**config.mk**
```make
export PLATFORM = sky130hd
export DESIGN_NAME = arf_sequencer_flat
export DESIGN_NICKNAME = d
export VERILOG_FILES = /design/src/rtl/arf_sequencer_if.sv /design/src/rtl/arf_sequencer.sv /design/src/flat_wrapper.sv
export SDC_FILE = /design/constraint.sdc
export NUM_CORES = 1
export LEC_CHECK = 0
export CORE_MARGIN = 5
export CORE_UTILIZATION = 44
export CTS_BUF_LIST = sky130_fd_sc_hd__clkbuf_4 sky130_fd_sc_hd__clkbuf_8 sky130_fd_sc_hd__clkbuf_16
export CTS_CLUSTER_DIAMETER = 120
export DETAILED_ROUTE_END_ITERATION = 8
export PLACE_DENSITY_LB_ADDON = 0.25
export SYNTH_ARGS = -nofsm -noshare
export SYNTH_HDL_FRONTEND = slang
export SYNTH_SLANG_ARGS = --single-unit
```
**constraint.sdc**
```tcl
create_clock -name clock_i -period 5 [get_ports clock_i]
set_clock_uncertainty 0.15 [all_clocks]
set_input_delay 1 -clock clock_i [delete_from_list [all_inputs] [get_ports clock_i]]
set_output_delay 1 -clock clock_i [all_outputs]
set_load 0.005 [all_outputs]
```
**src/rtl/arf_sequencer_if.sv**
```systemverilog
// Command/handshake and address-register-file control bundle for the
// ARF sequencer. The sequencer is the slave; the requester/environment
// (command source, register file and memory) is the master.
interface arf_sequencer_if;
    logic        cmdValid;
    logic [2:0]  cmd;
    logic        cmdReady;
    logic        done;
    logic [7:0]  memData;
    logic [1:0]  arfOutCSel;
    logic [1:0]  arfOutDSel;
    logic [1:0]  arfFunSel;
    logic [2:0]  arfRegSel;
    logic        iSrcSel;
    logic        memEn;
    logic        memWr;
    logic        memByteSel;
    logic [15:0] popWord;

    modport slave (
        input  cmdValid, cmd, memData,
        output cmdReady, done, arfOutCSel, arfOutDSel, arfFunSel,
               arfRegSel, iSrcSel, memEn, memWr, memByteSel, popWord
    );

    modport master (
        output cmdValid, cmd, memData,
        input  cmdReady, done, arfOutCSel, arfOutDSel, arfFunSel,
               arfRegSel, iSrcSel, memEn, memWr, memByteSel, popWord
    );
endinterface

```
**src/rtl/arf_sequencer.sv**
```systemverilog
// ARF sequencer: accepts one stack/PC command at a time and steps the
// address register file and memory through it with Moore-decoded controls.
// Stack grows downward; SP points at the next free byte, high byte first.
module arf_sequencer (
    input  logic           clock_i,
    input  logic           reset_i,
    arf_sequencer_if.slave bus
);

    localparam logic [2:0] OP_NOP  = 3'b000;
    localparam logic [2:0] OP_CLR  = 3'b001;
    localparam logic [2:0] OP_INC  = 3'b010;
    localparam logic [2:0] OP_JMP  = 3'b011;
    localparam logic [2:0] OP_PUSH = 3'b100;
    localparam logic [2:0] OP_POP  = 3'b101;
    localparam logic [2:0] OP_CALL = 3'b110;
    localparam logic [2:0] OP_RET  = 3'b111;

    typedef enum logic [3:0] {
        IDLE, NOPS, CLRS, INCS, JMPS, PUSH_H, PUSH_L,
        POP_A, POP_L, POP_H, FIN, LDPC
    } state_t;

    state_t      state_q, state_d;
    logic [2:0]  opcode_q, opcode_d;
    logic [15:0] popWord_q, popWord_d;
    logic        isCall, isRet;

    assign isCall      = (opcode_q == OP_CALL);
    assign isRet       = (opcode_q == OP_RET);
    assign bus.popWord = popWord_q;

    // State, latched opcode and assembled pop word registers.
    always_ff @(posedge clock_i) begin
        if (reset_i) begin
            state_q   <= IDLE;
            opcode_q  <= OP_NOP;
            popWord_q <= 16'h0000;
        end else begin
            state_q   <= state_d;
            opcode_q  <= opcode_d;
            popWord_q <= popWord_d;
        end
    end

    // Next-state and Moore output decode; reset forces the side-effect
    // outputs low so an aborted command leaves nothing half-written.
    always_comb begin
        state_d        = state_q;
        opcode_d       = opcode_q;
        popWord_d      = popWord_q;
        bus.cmdReady   = 1'b0;
        bus.done       = 1'b0;
        bus.arfOutCSel = 2'b00;
        bus.arfOutDSel = 2'b01;
        bus.arfFunSel  = 2'b00;
        bus.arfRegSel  = 3'b000;
        bus.iSrcSel    = 1'b0;
        bus.memEn      = 1'b0;
        bus.memWr      = 1'b0;
        bus.memByteSel = 1'b0;

        case (state_q)
            IDLE: begin
                bus.cmdReady = 1'b1;
                if (bus.cmdValid) begin
                    opcode_d = bus.cmd;
                    case (bus.cmd)
                        OP_NOP:           state_d = NOPS;
                        OP_CLR:           state_d = CLRS;
                        OP_INC:           state_d = INCS;
                        OP_JMP:           state_d = JMPS;
                        OP_PUSH, OP_CALL: state_d = PUSH_H;
                        default:          state_d = POP_A;
                    endcase
                end
            end
            NOPS: begin
                bus.done = 1'b1;
                state_d  = IDLE;
            end
            CLRS: begin
                bus.arfRegSel = 3'b111;
                bus.arfFunSel = 2'b11;
                bus.done      = 1'b1;
                state_d       = IDLE;
            end
            INCS: begin
                bus.arfRegSel = 3'b100;
                bus.arfFunSel = 2'b01;
                bus.done      = 1'b1;
                state_d       = IDLE;
            end
            JMPS: begin
                bus.arfRegSel = 3'b100;
                bus.arfFunSel = 2'b10;
                bus.iSrcSel   = 1'b0;
                bus.done      = 1'b1;
                state_d       = IDLE;
            end
            PUSH_H, PUSH_L: begin
                bus.memEn      = 1'b1;
                bus.memWr      = 1'b1;
                bus.memByteSel = (state_q == PUSH_H);
                bus.arfOutCSel = isCall ? 2'b00 : 2'b10;
                bus.arfRegSel  = 3'b010;
                bus.arfFunSel  = 2'b00;
                if (state_q == PUSH_H) begin
                    state_d = PUSH_L;
                end else if (isCall) begin
                    state_d = JMPS;
                end else begin
                    bus.done = 1'b1;
                    state_d  = IDLE;
                end
            end
            POP_A: begin
                bus.arfRegSel = 3'b010;
                bus.arfFunSel = 2'b01;
                state_d       = POP_L;
            end
            POP_L: begin
                bus.memEn       = 1'b1;
                bus.arfRegSel   = 3'b010;
                bus.arfFunSel   = 2'b01;
                popWord_d[7:0]  = bus.memData;
                state_d         = POP_H;
            end
            POP_H: begin
                bus.memEn       = 1'b1;
                popWord_d[15:8] = bus.memData;
                state_d         = isRet ? LDPC : FIN;
            end
            FIN: begin
                bus.done = 1'b1;
                state_d  = IDLE;
            end
            LDPC: begin
                bus.arfRegSel = 3'b100;
                bus.arfFunSel = 2'b10;
                bus.iSrcSel   = 1'b1;
                bus.done      = 1'b1;
                state_d       = IDLE;
            end
            default: state_d = IDLE;
        endcase

        if (reset_i) begin
            bus.arfRegSel = 3'b000;
            bus.memEn     = 1'b0;
            bus.memWr     = 1'b0;
            bus.done      = 1'b0;
            bus.cmdReady  = 1'b0;
        end
    end

endmodule

```
**src/flat_wrapper.sv**
```systemverilog
// flat-port wrapper written by rule: the top's interface ports become plain ports
module arf_sequencer_flat 
  (clock_i, reset_i, bus_cmdValid, bus_cmd, bus_memData, bus_cmdReady, bus_done, bus_arfOutCSel, bus_arfOutDSel, bus_arfFunSel, bus_arfRegSel, bus_iSrcSel, bus_memEn, bus_memWr, bus_memByteSel, bus_popWord);
  arf_sequencer_if bus_i ();
  input  logic clock_i;
  input  logic reset_i;
  input wire logic [$bits(bus_i.cmdValid)-1:0] bus_cmdValid;
  input wire logic [$bits(bus_i.cmd)-1:0] bus_cmd;
  input wire logic [$bits(bus_i.memData)-1:0] bus_memData;
  output wire logic [$bits(bus_i.cmdReady)-1:0] bus_cmdReady;
  output wire logic [$bits(bus_i.done)-1:0] bus_done;
  output wire logic [$bits(bus_i.arfOutCSel)-1:0] bus_arfOutCSel;
  output wire logic [$bits(bus_i.arfOutDSel)-1:0] bus_arfOutDSel;
  output wire logic [$bits(bus_i.arfFunSel)-1:0] bus_arfFunSel;
  output wire logic [$bits(bus_i.arfRegSel)-1:0] bus_arfRegSel;
  output wire logic [$bits(bus_i.iSrcSel)-1:0] bus_iSrcSel;
  output wire logic [$bits(bus_i.memEn)-1:0] bus_memEn;
  output wire logic [$bits(bus_i.memWr)-1:0] bus_memWr;
  output wire logic [$bits(bus_i.memByteSel)-1:0] bus_memByteSel;
  output wire logic [$bits(bus_i.popWord)-1:0] bus_popWord;
  assign bus_i.cmdValid = bus_cmdValid;
  assign bus_i.cmd = bus_cmd;
  assign bus_i.memData = bus_memData;
  assign bus_cmdReady = bus_i.cmdReady;
  assign bus_done = bus_i.done;
  assign bus_arfOutCSel = bus_i.arfOutCSel;
  assign bus_arfOutDSel = bus_i.arfOutDSel;
  assign bus_arfFunSel = bus_i.arfFunSel;
  assign bus_arfRegSel = bus_i.arfRegSel;
  assign bus_iSrcSel = bus_i.iSrcSel;
  assign bus_memEn = bus_i.memEn;
  assign bus_memWr = bus_i.memWr;
  assign bus_memByteSel = bus_i.memByteSel;
  assign bus_popWord = bus_i.popWord;
  arf_sequencer u_core (.clock_i(clock_i), .reset_i(reset_i), .bus(bus_i));
endmodule
```
After elaboration in Yosys (flattened, before gate mapping)
Index checks and enable logic that the tools add are counted.
- register bits after elaboration: 23
- input port bits: 14
- output and inout bits: 31
- word-level logic and storage cells: 57
- equal/unequal tests: 19
- mux-type cells: 23
- reductions and logical operators: 11
- operators with widths (kind ; count):
    one-hot mux 4 bit (5 select lines) ; 1
    == test 4 x 3 -> 1 bit (second input constant) ; 4
    == test 4 bit (second input constant) ; 4
    one-hot mux 3 bit (5 select lines) ; 1
    == test 3 bit (second input constant) ; 4
    2-to-1 mux 1 bit ; 12
    2-to-1 mux 3 bit ; 3
    one-hot mux 3 bit (3 select lines) ; 1
    == test 4 x 2 -> 1 bit (second input constant) ; 2
    OR reduction 4 bit ; 2
    == test 3 x 2 -> 1 bit (second input constant) ; 2
    one-hot mux 2 bit (3 select lines) ; 1
    OR reduction 2 bit ; 3
    OR reduction 3 bit ; 2
    OR reduction 6 bit ; 1
    == test 4 x 1 -> 1 bit (second input constant) ; 1
    logical NOT 4 bit ; 1
    2-to-1 mux 2 bit ; 2
    2-to-1 mux 4 bit ; 1
    == test 3 x 1 -> 1 bit (second input constant) ; 1
    logical NOT 3 bit ; 1
    != test 2 bit (second input constant) ; 1
    one-hot mux 1 bit (2 select lines) ; 1
    AND reduction 2 bit ; 1

Logic depth before layout (Yosys ltp)
Gate-level depths: netlist of run 1.
- depth in word-level cells: 5
- gate-level depth with buffers: 5
- depth with buffers taken out: 4

Worst setup path after synthesis of run 1
OpenSTA, ideal clock, no wires.
- path kind: input -> output
- from: input reset_i
- to: output bus_arfRegSel[1]
- data arrival time: 1.638 ns
- data required time: 3.850 ns
- path slack: 2.212 ns
- cell stages on the path: 3
- path buffers: 2
- cell sequence: clkbuf_1 > buf_1 > nor2_1
- cells in the longest elaborated chain, start to end: 1
- ends and longest elaborated chain (element ; RTL line ; source):
    start, declared ; flat_wrapper.sv:6 ; input logic reset_i;
    2-to-1 mux 3 bit ; arf_sequencer.sv:148 ; if (reset_i) begin
    end, declared ; flat_wrapper.sv:15 ; output wire logic [$bits(bus_i.arfRegSel)-1:0] bus_arfRegSel;
No other way between the ends.

Final worst setup path of run 1
- from: input reset_i
- to: output bus_arfRegSel[0]
Same word-level chain as after synthesis.

==> key figures, run 1 <==
Setup path
  – Max incr delay on CP: 650 ps
  – CP max-delay cell: clkdlybuf4s50_1
  – Critical path fanouts, max: 13
  – Most used cell, CP: clkdlybuf4s50_1
  – Kind of critical path: primary input to output port
  – CP delay by family, top: buffers and inverters
  – Crit path capture type: output port
  – Data required, critical path: 3850 ps
  – Crit path buffers/inverters: 2
  – Crit path cell chain: clkdlybuf4s50_1 -> nor4_1 -> clkdlybuf4s50_1
  – Crit path launch type: primary input
  – Critical Path AT: 2520 ps

Global routing
  – Pin count of the biggest net entering global routing: 23
  – Grt ovf: 0
  – First-pass GRT wire length: 4410 µm
  – Initial antenna violation count: 0
  – GRT Total Usage: 0.156
  – Vias in the first global route: 1035

Logic synthesis
  – Yosys warns: 0
  – Post-Synth XOR/XNOR Area: 0.0230
  – Yosys reg bits: 23
  – Mux cell area share after synthesis: 0.0263
  – Cells after synthesis: 150
  – Avg Inst Size Synth: 7.62 µm²
  – Largest family of logic cells by synthesized area: simple AND/OR/NAND/NOR gates
  – Yosys cell types: 35
  – Post-Synthesis Cell Area: 1140 µm²
  – Synth Area in Adders: 0
  – Post-synthesis compound-gate area fraction: 0.171
  – Simple-Gate Fraction of Synth Area: 0.305
  – Sequential share of the synthesized area: 0.403

Pwr
  – Leak: 0.000564 µW
  – Power Density: 222 nW/µm²
  – Worst vdd ir: 0.000143 V

Final layout
  – Most frequent cells in the layout: clkdlybuf4s50_1, nand2_1, a21oi_1, dfxtp_1, nor2_1
  – Share of cells above drive strength 1: 0.0435
  – Commonest non-fill, non-tap cell in the layout: clkdlybuf4s50_1
  – Nets: 199
  – P&R area growth vs syn: 36.0%
  – Layout fillers: 232
  – Fin area: 1560 µm²
  – Layout Utilization: 0.628
  – FF/Latch Area: 460 µm²
  – Antenna diode count: 0
  – Area occupied by multi-input gates: 612 µm²

Route
  – DRT Pass-1 Iters: 4
  – Wirelength per Cell: 13.3 µm
  – Routed Antenna Nets: 0
  – DRC Markers: 0
  – Initial drt markers: 23
  – Routed wire length: 2850 µm
  – Avg Vias per Cell: 5.26
  – Vias: 1125

STA
  – Max-slew headroom: 0.519
  – Setup TNS: 0 ps
  – Slew Limit Fails: 0
  – Fmax: 272 MHz
  – Fin crit period: 3670 ps
  – Fin Hold WS: 311 ps
  – Slew of the pin with the lowest slew margin: 720 ps
  – Final hold violations: 0
  – Final period utilization: 0.734
  – Final setup fails: 0
  – RSZ-0062 raised after global routing: false

Floorplanning
  – Placement Rows: 18
  – Core ar.: 2480 µm²
  – Die footprint: 3720 µm²
  – DIE WIDTH: 61.0 µm
  – Initial core utilization: 0.462
  – Ports: 45
  – Die Y-Extent: 61.0 µm

Clock network
  – Clk buf depth: 2
  – CTS Sinks: 23
  – CTS tree: built
  – Post-CTS sizing: 0
  – Later-pin clock latency in the skew report: 300 ps
  – Num CTS Buffers: 3
  – Post-CTS Hold Buffers: 0
  – Post-CTS Setup Bufs: 0
  – CTS H-tree lvls: 1
  – Root Driver: clkbuf_4
  – Clk slew on worst S/H paths: 130 ps

Placed design
  – HPWL Detailed: 2160 µm
  – Placed Area: 1530 µm²
  – Port Buffers: 41
  – Final GP Congestion: 0.807

Outcome
  – Run status: complete, no violations

Flow run
  – Max-cap violations: 0

Worst hold path
  – Worst min path class: flop to flop
## state kept, by name, indices dropped and copies added (netlist names)
name	count
u_core.state_q	4
u_core.opcode_q	3
u_core.bus.popWord	16
## kinds of logic after synthesis
| family | count (synthesis) |
|---|---|
| buffers and inverters | 13 |
| multiplexers | 3 |
| AO/OA/AOI/OAI | 35 |
| AND/OR/NAND/NOR | 71 |
| flip-flops | 23 |
| other | 2 |
| XOR/XNOR | 3 |
## final timing paths
check,from,to,slack [ps],cells after the start
worst max register to register,u_core.state_q[3],u_core.bus.popWord[5],3110,4
worst min-delay path,u_core.bus.popWord[6],u_core.bus.popWord[6],310,2
worst max-delay path,reset_i,bus_arfRegSel[0],1330,3
worst min register to register,u_core.bus.popWord[6],u_core.bus.popWord[6],310,2
## Yosys cell counts (all sizes together)
master   instances  area share
nor2b            7       0.038
nor4             1      0.0055
o22ai            1      0.0055
nand3            3       0.013
dfxtp           23        0.40
and2             1      0.0055
and2b            1      0.0066
xor2             2       0.015
buf             12       0.062
a211oi           1      0.0066
nand2           35        0.11
clkbuf           1      0.0033
nor2            10       0.039
and4bb           1       0.011
or3b             1      0.0098
a211o            1      0.0077
and3             3       0.016
nor3b            1      0.0066
xnor2            1      0.0077
conb             2      0.0066
a21oi           24        0.11
nand2b           4       0.022
a2111oi          1      0.0077
or2              1      0.0055
o21ai            4       0.018
nor3             1      0.0044
o21bai           1      0.0066
a41oi            1      0.0077
a22oi            1      0.0066
mux2i            3       0.026
nand3b           1      0.0066
## per-stage QoR
stage | total power, µW | std cells | worst slack [ps]
2_1_floorplan | 237 | 151 | 2210
3_3_place_gp | 264 | 210 | 1350
3_5_place_dp | 266 | 210 | 1320
4_1_cts | 350 | 214 | 1310
5_1_grt | 366 | 214 | 1200
6_report | 346 | 214 | 1330
## layout make-up
class	count	area share
multi-input combinational	115	0.393
sequential	23	0.296
timing repair buffer	42	0.269
tap	30	0.0241
clock buffer	3	0.0145
clock inverter	1	0.00322
## where the power goes
group          internal, µW  leakage [µW]  switching, µW
Combinational          36.7      0.000361           27.1
Clock                  29.8     0.0000177           54.4
Sequential              188      0.000186           10.4
## metal layers
layer / wire (µm) / GRT usage
met1: 1170 / 0.174
met2: 1470 / 0.293
met3: 197 / 0.0340
met4: 13 / 0.0464
met5: 0 / 0
## tightest hold or removal path: stages, from the launching register on
cell	delay [ps]
dfxtp_1	330
nand2_1	50
a21oi_1	50
No activity file was read; power rests on OpenSTA's default activity.
==> run 2: changes to the inputs <==
Settings changed: CORE_UTILIZATION 44 to 42.
Clock period 5 ns to 3.49 ns, I/O delays scaled along.
==> run 2 against run 1 <==
Global-route usage down 0.34 points. Power up 45%. Clock power is 50% higher. Sequential cell count stayed put. Die area increased by 4.0%. Utilization shrank 4.5 points. Design area rose by 0.72%. Via count down 1.1%. Hold slack improved by 2.0 ps. Sequential share of layout area fell by 0.21 points. Sequential power rose by 43%. Wire length rose by 1.6%.
==> key figures, run 2 (same netlist as run 1, synthesis figures left out) <==
Route
  – Avg Vias per Cell: 5.15
  – Vias: 1113
  – Wirelength per Cell: 13.4 µm
  – DRC Markers: 0
  – DRT Pass-1 Iters: 4
  – Initial drt markers: 48
  – Routed wire length: 2890 µm
  – Routed Antenna Nets: 0

Setup path
  – Crit path cell chain: or3b_4 -> or2_1 -> o21ai_0 -> clkdlybuf4s50_1
  – Kind of critical path: flop to output port
  – CP max-delay cell: dfxtp_1
  – R2R depth: 4
  – Critical path fanouts, max: 15
  – Critical Path AT: 2350 ps
  – RR Startpoint: u_core.state_q[3]
  – Crit path capture type: output port
  – Crit path buffers/inverters: 1
  – CP delay by family, top: simple AND/OR/NAND/NOR gates
  – Crit path launch type: flop
  – Data required, critical path: 2640 ps
  – Max incr delay on CP: 590 ps
  – Minimum setup slack among reg-to-reg paths: 1650 ps
  – CP Depth: 4
  – Capturing point of the worst reg2reg path: u_core.bus.popWord[4]

Clock network
  – CTS tree: built
  – Clk buf depth: 2
  – Clk slew on worst S/H paths: 120 ps
  – CTS Sinks: 23
  – Num CTS Buffers: 3
  – Root Driver: clkbuf_4
  – Later-pin clock latency in the skew report: 300 ps
  – Post-CTS sizing: 0
  – Post-CTS Hold Buffers: 0
  – CTS H-tree lvls: 1
  – Post-CTS Setup Bufs: 0

Final layout
  – P&R area growth vs syn: 37.0%
  – Share of cells above drive strength 1: 0.0486
  – Layout fillers: 264
  – Fin area: 1570 µm²
  – Largest register FFs: 16
  – Nets: 200
  – Antenna diode count: 0
  – Commonest non-fill, non-tap cell in the layout: clkdlybuf4s50_1
  – Most frequent cells in the layout: clkdlybuf4s50_1, nand2_1, a21oi_1, dfxtp_1, nor2_1

Placed design
  – HPWL Detailed: 2250 µm
  – Placed Area: 1540 µm²
  – Final GP Congestion: 0.898
  – Port Buffers: 41

Global routing
  – Grt ovf: 0
  – GRT Total Usage: 0.153
  – Vias in the first global route: 1127
  – Initial antenna violation count: 0
  – Pin count of the biggest net entering global routing: 23
  – First-pass GRT wire length: 4970 µm

Floorplanning
  – Die Y-Extent: 62.2 µm
  – Ports: 45
  – Placement Rows: 19
  – Initial core utilization: 0.426
  – Core ar.: 2690 µm²
  – DIE WIDTH: 62.2 µm
  – Die footprint: 3870 µm²

STA
  – Final period utilization: 0.915
  – Fin crit period: 3190 ps
  – RSZ-0062 raised after global routing: false
  – Max-slew headroom: 0.509
  – Slew of the pin with the lowest slew margin: 736 ps
  – Slew Limit Fails: 0
  – Fmax: 313 MHz
  – Final hold violations: 0
  – Final setup fails: 0
  – Setup TNS: 0 ps

Outcome
  – Run status: complete, no violations

Pwr
  – Power Density: 321 nW/µm²
  – Worst vdd ir: 0.000204 V
  – Leak: 0.000570 µW

Worst hold path
  – Hold Path End: u_core.bus.popWord[12]
  – Hold Startpoint: u_core.bus.popWord[12]
  – WHS Path Cells: 2
  – Worst min path class: flop to flop

Flow run
  – Max-cap violations: 0
## run 2: changes by cell type in the layout (fill, tap and decap cells not counted), sizes merged
cell / change
clkinv: -1
buf: +1
clkbuf: +1
## run 2: worst max-delay path by stage
stage                            startpoint          endpoint
final                     u_core.state_q[3]  bus_arfFunSel[0]
after global routing      u_core.state_q[3]  bus_arfFunSel[0]
after CTS                 u_core.state_q[3]  bus_arfFunSel[0]
after detailed placement            reset_i          bus_done
after global placement              reset_i          bus_done
after floorplan                     reset_i  bus_arfRegSel[1]
## run 2: per-layer routing
layer  routed length (µm)  vias up  GRT usage
met2                 1460       33      0.256
met5                    0        -          0
met3                  172        2     0.0414
met4                   16        0     0.0650
li1                     -      565          -
met1                 1240      513      0.180
## run 2: cell type report
class | count | area [µm²] | area share
clock buffer | 4 | 30.0 | 0.0192
multi-input combinational | 115 | 612 | 0.391
sequential | 23 | 460 | 0.294
tap | 31 | 38.8 | 0.0248
timing repair buffer | 43 | 425 | 0.272
## run 2: through the flow
step                setup slack (ps)  hold slack (ps)  total power (µW)  utilization  cells
finish                           296              313               503        0.583    216
global placement                 621              293               380        0.572    212
floorplan                       1310              303               340            -    151
CTS                              287              314               507        0.583    216
global route                     194              336               532        0.583    216
detailed placement               603              296               382        0.572    212
## run 2: power breakdown
part | switching (µW) | leakage [µW] | internal, µW
combinational | 40.2 | 0.000366 | 53.4
sequential | 15.1 | 0.000186 | 269
clock | 73.8 | 0.0000184 | 52.3
total | 129 | 0.000570 | 374
## run 2: worst min-delay path, stage by stage (launching register included)
cell and delay, ps:
dfxtp_1 330, nand2_1 50, a21oi_1 50
==> run 3: changes to the inputs <==
Settings changed: PLACE_DENSITY set to 0.78, PLACE_DENSITY_LB_ADDON 0.25 to not set.
==> run 3 against run 2 <==
Worst setup slack got worse by 55 ps. Largest power group unchanged. Non-clock buffer count decreased by 1. Design area decreased by 0.64%. Critical path depth unchanged. Via count increased by 1.2%. Sequential cell count unchanged.
==> key figures, run 3 (same netlist as run 1, synthesis figures left out) <==
Final layout
  – Fin area: 1560 µm²
  – Most frequent cells in the layout: clkdlybuf4s50_1, nand2_1, a21oi_1, dfxtp_1, nor2_1
  – Nets: 199
  – Commonest non-fill, non-tap cell in the layout: clkdlybuf4s50_1
  – Antenna diode count: 0
  – P&R area growth vs syn: 36.1%
  – Share of cells above drive strength 1: 0.0435
  – Largest register FFs: 16

Setup path
  – Minimum setup slack among reg-to-reg paths: 1610 ps
  – CP startpoint: u_core.state_q[3]
  – Kind of critical path: flop to output port
  – Critical path fanouts, max: 15
  – CP max-delay cell: dfxtp_1
  – Data required, critical path: 2640 ps
  – Crit path cell chain: or3b_4 -> or2_1 -> o21ai_0 -> clkdlybuf4s50_1
  – Capturing point of the worst reg2reg path: u_core.bus.popWord[3]
  – Max incr delay on CP: 630 ps
  – Crit path capture type: output port
  – R2R depth: 4
  – RR Startpoint: u_core.state_q[3]
  – Crit path launch type: flop
  – Critical Path AT: 2400 ps

Global routing
  – Vias in the first global route: 1098
  – Initial antenna violation count: 0
  – Grt ovf: 0
  – GRT Total Usage: 0.150
  – Pin count of the biggest net entering global routing: 23
  – First-pass GRT wire length: 4900 µm

Clock network
  – Post-CTS Hold Buffers: 0
  – Post-CTS sizing: 0
  – Post-CTS Setup Bufs: 0
  – Root Driver: clkbuf_4
  – Later-pin clock latency in the skew report: 300 ps
  – Clk slew on worst S/H paths: 120 ps
  – Clk buf depth: 2
  – CTS H-tree lvls: 1
  – CTS tree: built
  – CTS Sinks: 23
  – Num CTS Buffers: 3

Worst hold path
  – WHS Path Cells: 2
  – Hold Startpoint: u_core.bus.popWord[15]
  – Worst min path class: flop to flop
  – Hold Path End: u_core.bus.popWord[15]

STA
  – Slew of the pin with the lowest slew margin: 740 ps
  – Min setup slack post-route: 241 ps
  – Final setup fails: 0
  – Fmax: 308 MHz
  – RSZ-0062 raised after global routing: false
  – Setup TNS: 0 ps
  – Final period utilization: 0.931
  – Fin crit period: 3250 ps
  – Final hold violations: 0
  – Max-slew headroom: 0.506
  – Slew Limit Fails: 0

Floorplanning
  – Die footprint: 3870 µm²
  – Ports: 45
  – Core ar.: 2690 µm²
  – DIE WIDTH: 62.2 µm
  – Placement Rows: 19
  – Die Y-Extent: 62.2 µm
  – Initial core utilization: 0.426

Pwr
  – Power Density: 318 nW/µm²
  – Worst vdd ir: 0.000254 V
  – Leak: 0.000564 µW

Outcome
  – Run status: complete, no violations

Route
  – Initial drt markers: 37
  – WL met2: 1390 µm
  – DRC Markers: 0
  – Wirelength per Cell: 13.7 µm
  – Avg Vias per Cell: 5.24
  – Met3 wire length: 225 µm
  – WL met1: 1310 µm
  – Vias: 1126
  – DRT Pass-1 Iters: 4
  – Routed wire length: 2950 µm
  – Routed Antenna Nets: 0
  – Top sig layer: met4

Placed design
  – Pre-CTS WS: 473 ps
  – Placed Area: 1530 µm²
  – Port Buffers: 41
  – HPWL Detailed: 2240 µm
  – Final GP Congestion: 0.873

Flow run
  – Max-cap violations: 0
[run 3: worst max-delay path by stage]
stage | end | slack, ps | depth (start not counted)
floorplan | bus_arfRegSel[1] | 1310 | 3
global placement | bus_arfRegSel[0] | 480 | 3
detailed placement | bus_arfRegSel[0] | 470 | 3
CTS | bus_arfFunSel[0] | 200 | 4
global route | bus_arfFunSel[0] | 70 | 4
finish | bus_arfFunSel[0] | 240 | 4
[run 3: metal layers]
metal,track usage,up-vias
met2,0.250,40
met5,0,-
met3,0.0559,2
li1,-,567
met4,0.0515,0
met1,0.174,517
[run 3: final cells by class]
cell class,instances,area [µm²]
flip-flops and latches,23,460
multi-input cells,115,612
fillers,263,1130
clock buffers,3,22.5
repair buffers,42,418
clock inverters,1,5.00
well taps,31,38.8
[run 3: stage by stage]
step,std cells,util,hold slack [ps],total power (µW)
6_report,215,0.579,314,496
5_1_grt,215,0.579,340,521
4_1_cts,215,0.579,317,502
3_5_place_dp,211,0.569,299,381
3_3_place_gp,211,0.569,295,379
2_1_floorplan,151,-,303,340
[run 3: worst max-delay path: cells and delay by family, from the launching register on]
family	cells	cell delay [ps]
buf+inv	1	520
flops	1	630
simple gates	2	820
compound gates	1	120
[run 3: where the power goes]
group	switching, µW	internal (µW)
Sequential	14.9	269
Combinational	39.7	52.7
Clock	77.0	42.7
==> patch, RTL diff (flow settings as in run 3) <==
The 12 states of `state_t` get a one-hot encoding in 12 bits.
--- a/src/rtl/arf_sequencer.sv
+++ b/src/rtl/arf_sequencer.sv
@@ -18,5 +18,5 @@
 
-    typedef enum logic [3:0] {
-        IDLE, NOPS, CLRS, INCS, JMPS, PUSH_H, PUSH_L,
-        POP_A, POP_L, POP_H, FIN, LDPC
+    typedef enum logic [11:0] {
+        IDLE = 12'b000000000001, NOPS = 12'b000000000010, CLRS = 12'b000000000100, INCS = 12'b000000001000, JMPS = 12'b000000010000, PUSH_H = 12'b000000100000, PUSH_L = 12'b000001000000,
+        POP_A = 12'b000010000000, POP_L = 12'b000100000000, POP_H = 12'b001000000000, FIN = 12'b010000000000, LDPC = 12'b100000000000
     } state_t;
Check against the original RTL: no difference found for any inputs over 10 cycles, from zero or initial values and one cycle with reset_i high; not proved beyond that.
==> patch against run 3 <==
Setup slack better by 0.099 ns. Sequential share of layout area is 0.98 points higher. Critical path depth rose by 1. Design area is 30% higher. Sequential cell count rose by 8. Total power increased by 55%. Die area grew 28%. Wire length increased by 17%. Area after synthesis is 34% higher. Register-to-register slack lost 0.18 ns. Critical path type unchanged. Largest power group unchanged. Highest routed layer unchanged.
==> patch: results (changes against run 3) <==
metric	value	unit	change
dp_cells	250		+18%
dpl.hpwl	2530	um	+13%
netlist_top_cells_count	31 x dfxtp_1, 30 x nor2_1, 16 x mux2i_1		
cts_buffers	5		+2
wl_per_cell	13.3	um	-2.8%
r2r_end	u_core.bus.popWord[13]		
ys_seq_area_frac	0.404		+0.00128
use_met1	0.203		+0.0291
internal-power	0.581	mW	+60%
synthXorXnorAreaFrac	0.0342		+0.0112
grt_busiest_layer	met1		
drive_above_1_share	0.0857		+0.0422
p_comb	0.0883	mW	-4.4%
worstReg2RegStart	u_core.state_q[5]		
cts_root_buf	clkbuf_8		
cp_slowest_cell	clkdlybuf4s50_1		
ys_top_cells_by_area	dfxtp_1 40%, mux2i_1 10%, nor2_1 7.3%		
htree_levels	2		+1
wl_met1	1630	um	+24%
slew_headroom	0.552		+0.0458
crit_start	u_core.state_q[8]		
synthCells	175		+17%
met2_length	1560	um	+12%
worstPathArrival	2.30	ns	-0.10 ns
r2r_setup_slack	1.43	ns	-0.18 ns
grt_pass1_wl	5740	um	+17%
hold-path-endpoint	u_core.bus.popWord[14]		
use_met2	0.203		-0.0473
crit_end	bus_arfRegSel[1]		
whs	0.345	ns	+0.0306 ns
p_leak	0.870	nW	+54%
p_seq	0.369	mW	+30%
n_fill_cell	344		+31%
status	complete, no violations		
grtUsageMet3	0.0417		-0.0141
worstHoldStart	u_core.bus.popWord[14]		
synth_cell_types	43		+23%
fin_nets	223		+12%
gp_congestion	0.860		-1.6%
cp_max_fo	8		-7
synth_compound_area_frac	0.0676		-0.103
met3_length	192	um	-15%
clkTransAtPathRegs	0.06	ns	-0.06 ns
==> patch: changes by cell type in the layout (fill, tap and decap cells not counted), sizes merged, moves of 8 or more <==
cell   change
a21oi     -20
nor2      +20
mux2i     +13
nand2     -27
nor3       +8
dfxtp      +8
==> patch: area by class of cell <==
cell class / instances / area share
flip-flops and latches: 31 / 0.306
multi-input cells: 126 / 0.400
well taps: 48 / 0.0296
inverters: 2 / 0.00370
clock buffers: 7 / 0.0474
clock inverters: 1 / 0.00370
repair buffers: 43 / 0.209
==> patch: logic make-up (layout without fill, tap and decap cells) <==
logic type | count (synthesis) | after routing
AOI/OAI and AO/OA | 16 | 16
xor gates and xnor gates | 6 | 6
buffers and inverters | 19 | 53
DFF | 31 | 31
muxes | 16 | 16
other | 2 | 3
and+or+nand+nor | 85 | 85
==> patch: worst reg2reg max path, cell delays in order, from the launching register on <==
cell,delay [ns]
dfxtp_1,0.40
nor3_4,0.38
nand4_1,0.62
mux2i_1,0.34
nor2_1,0.06
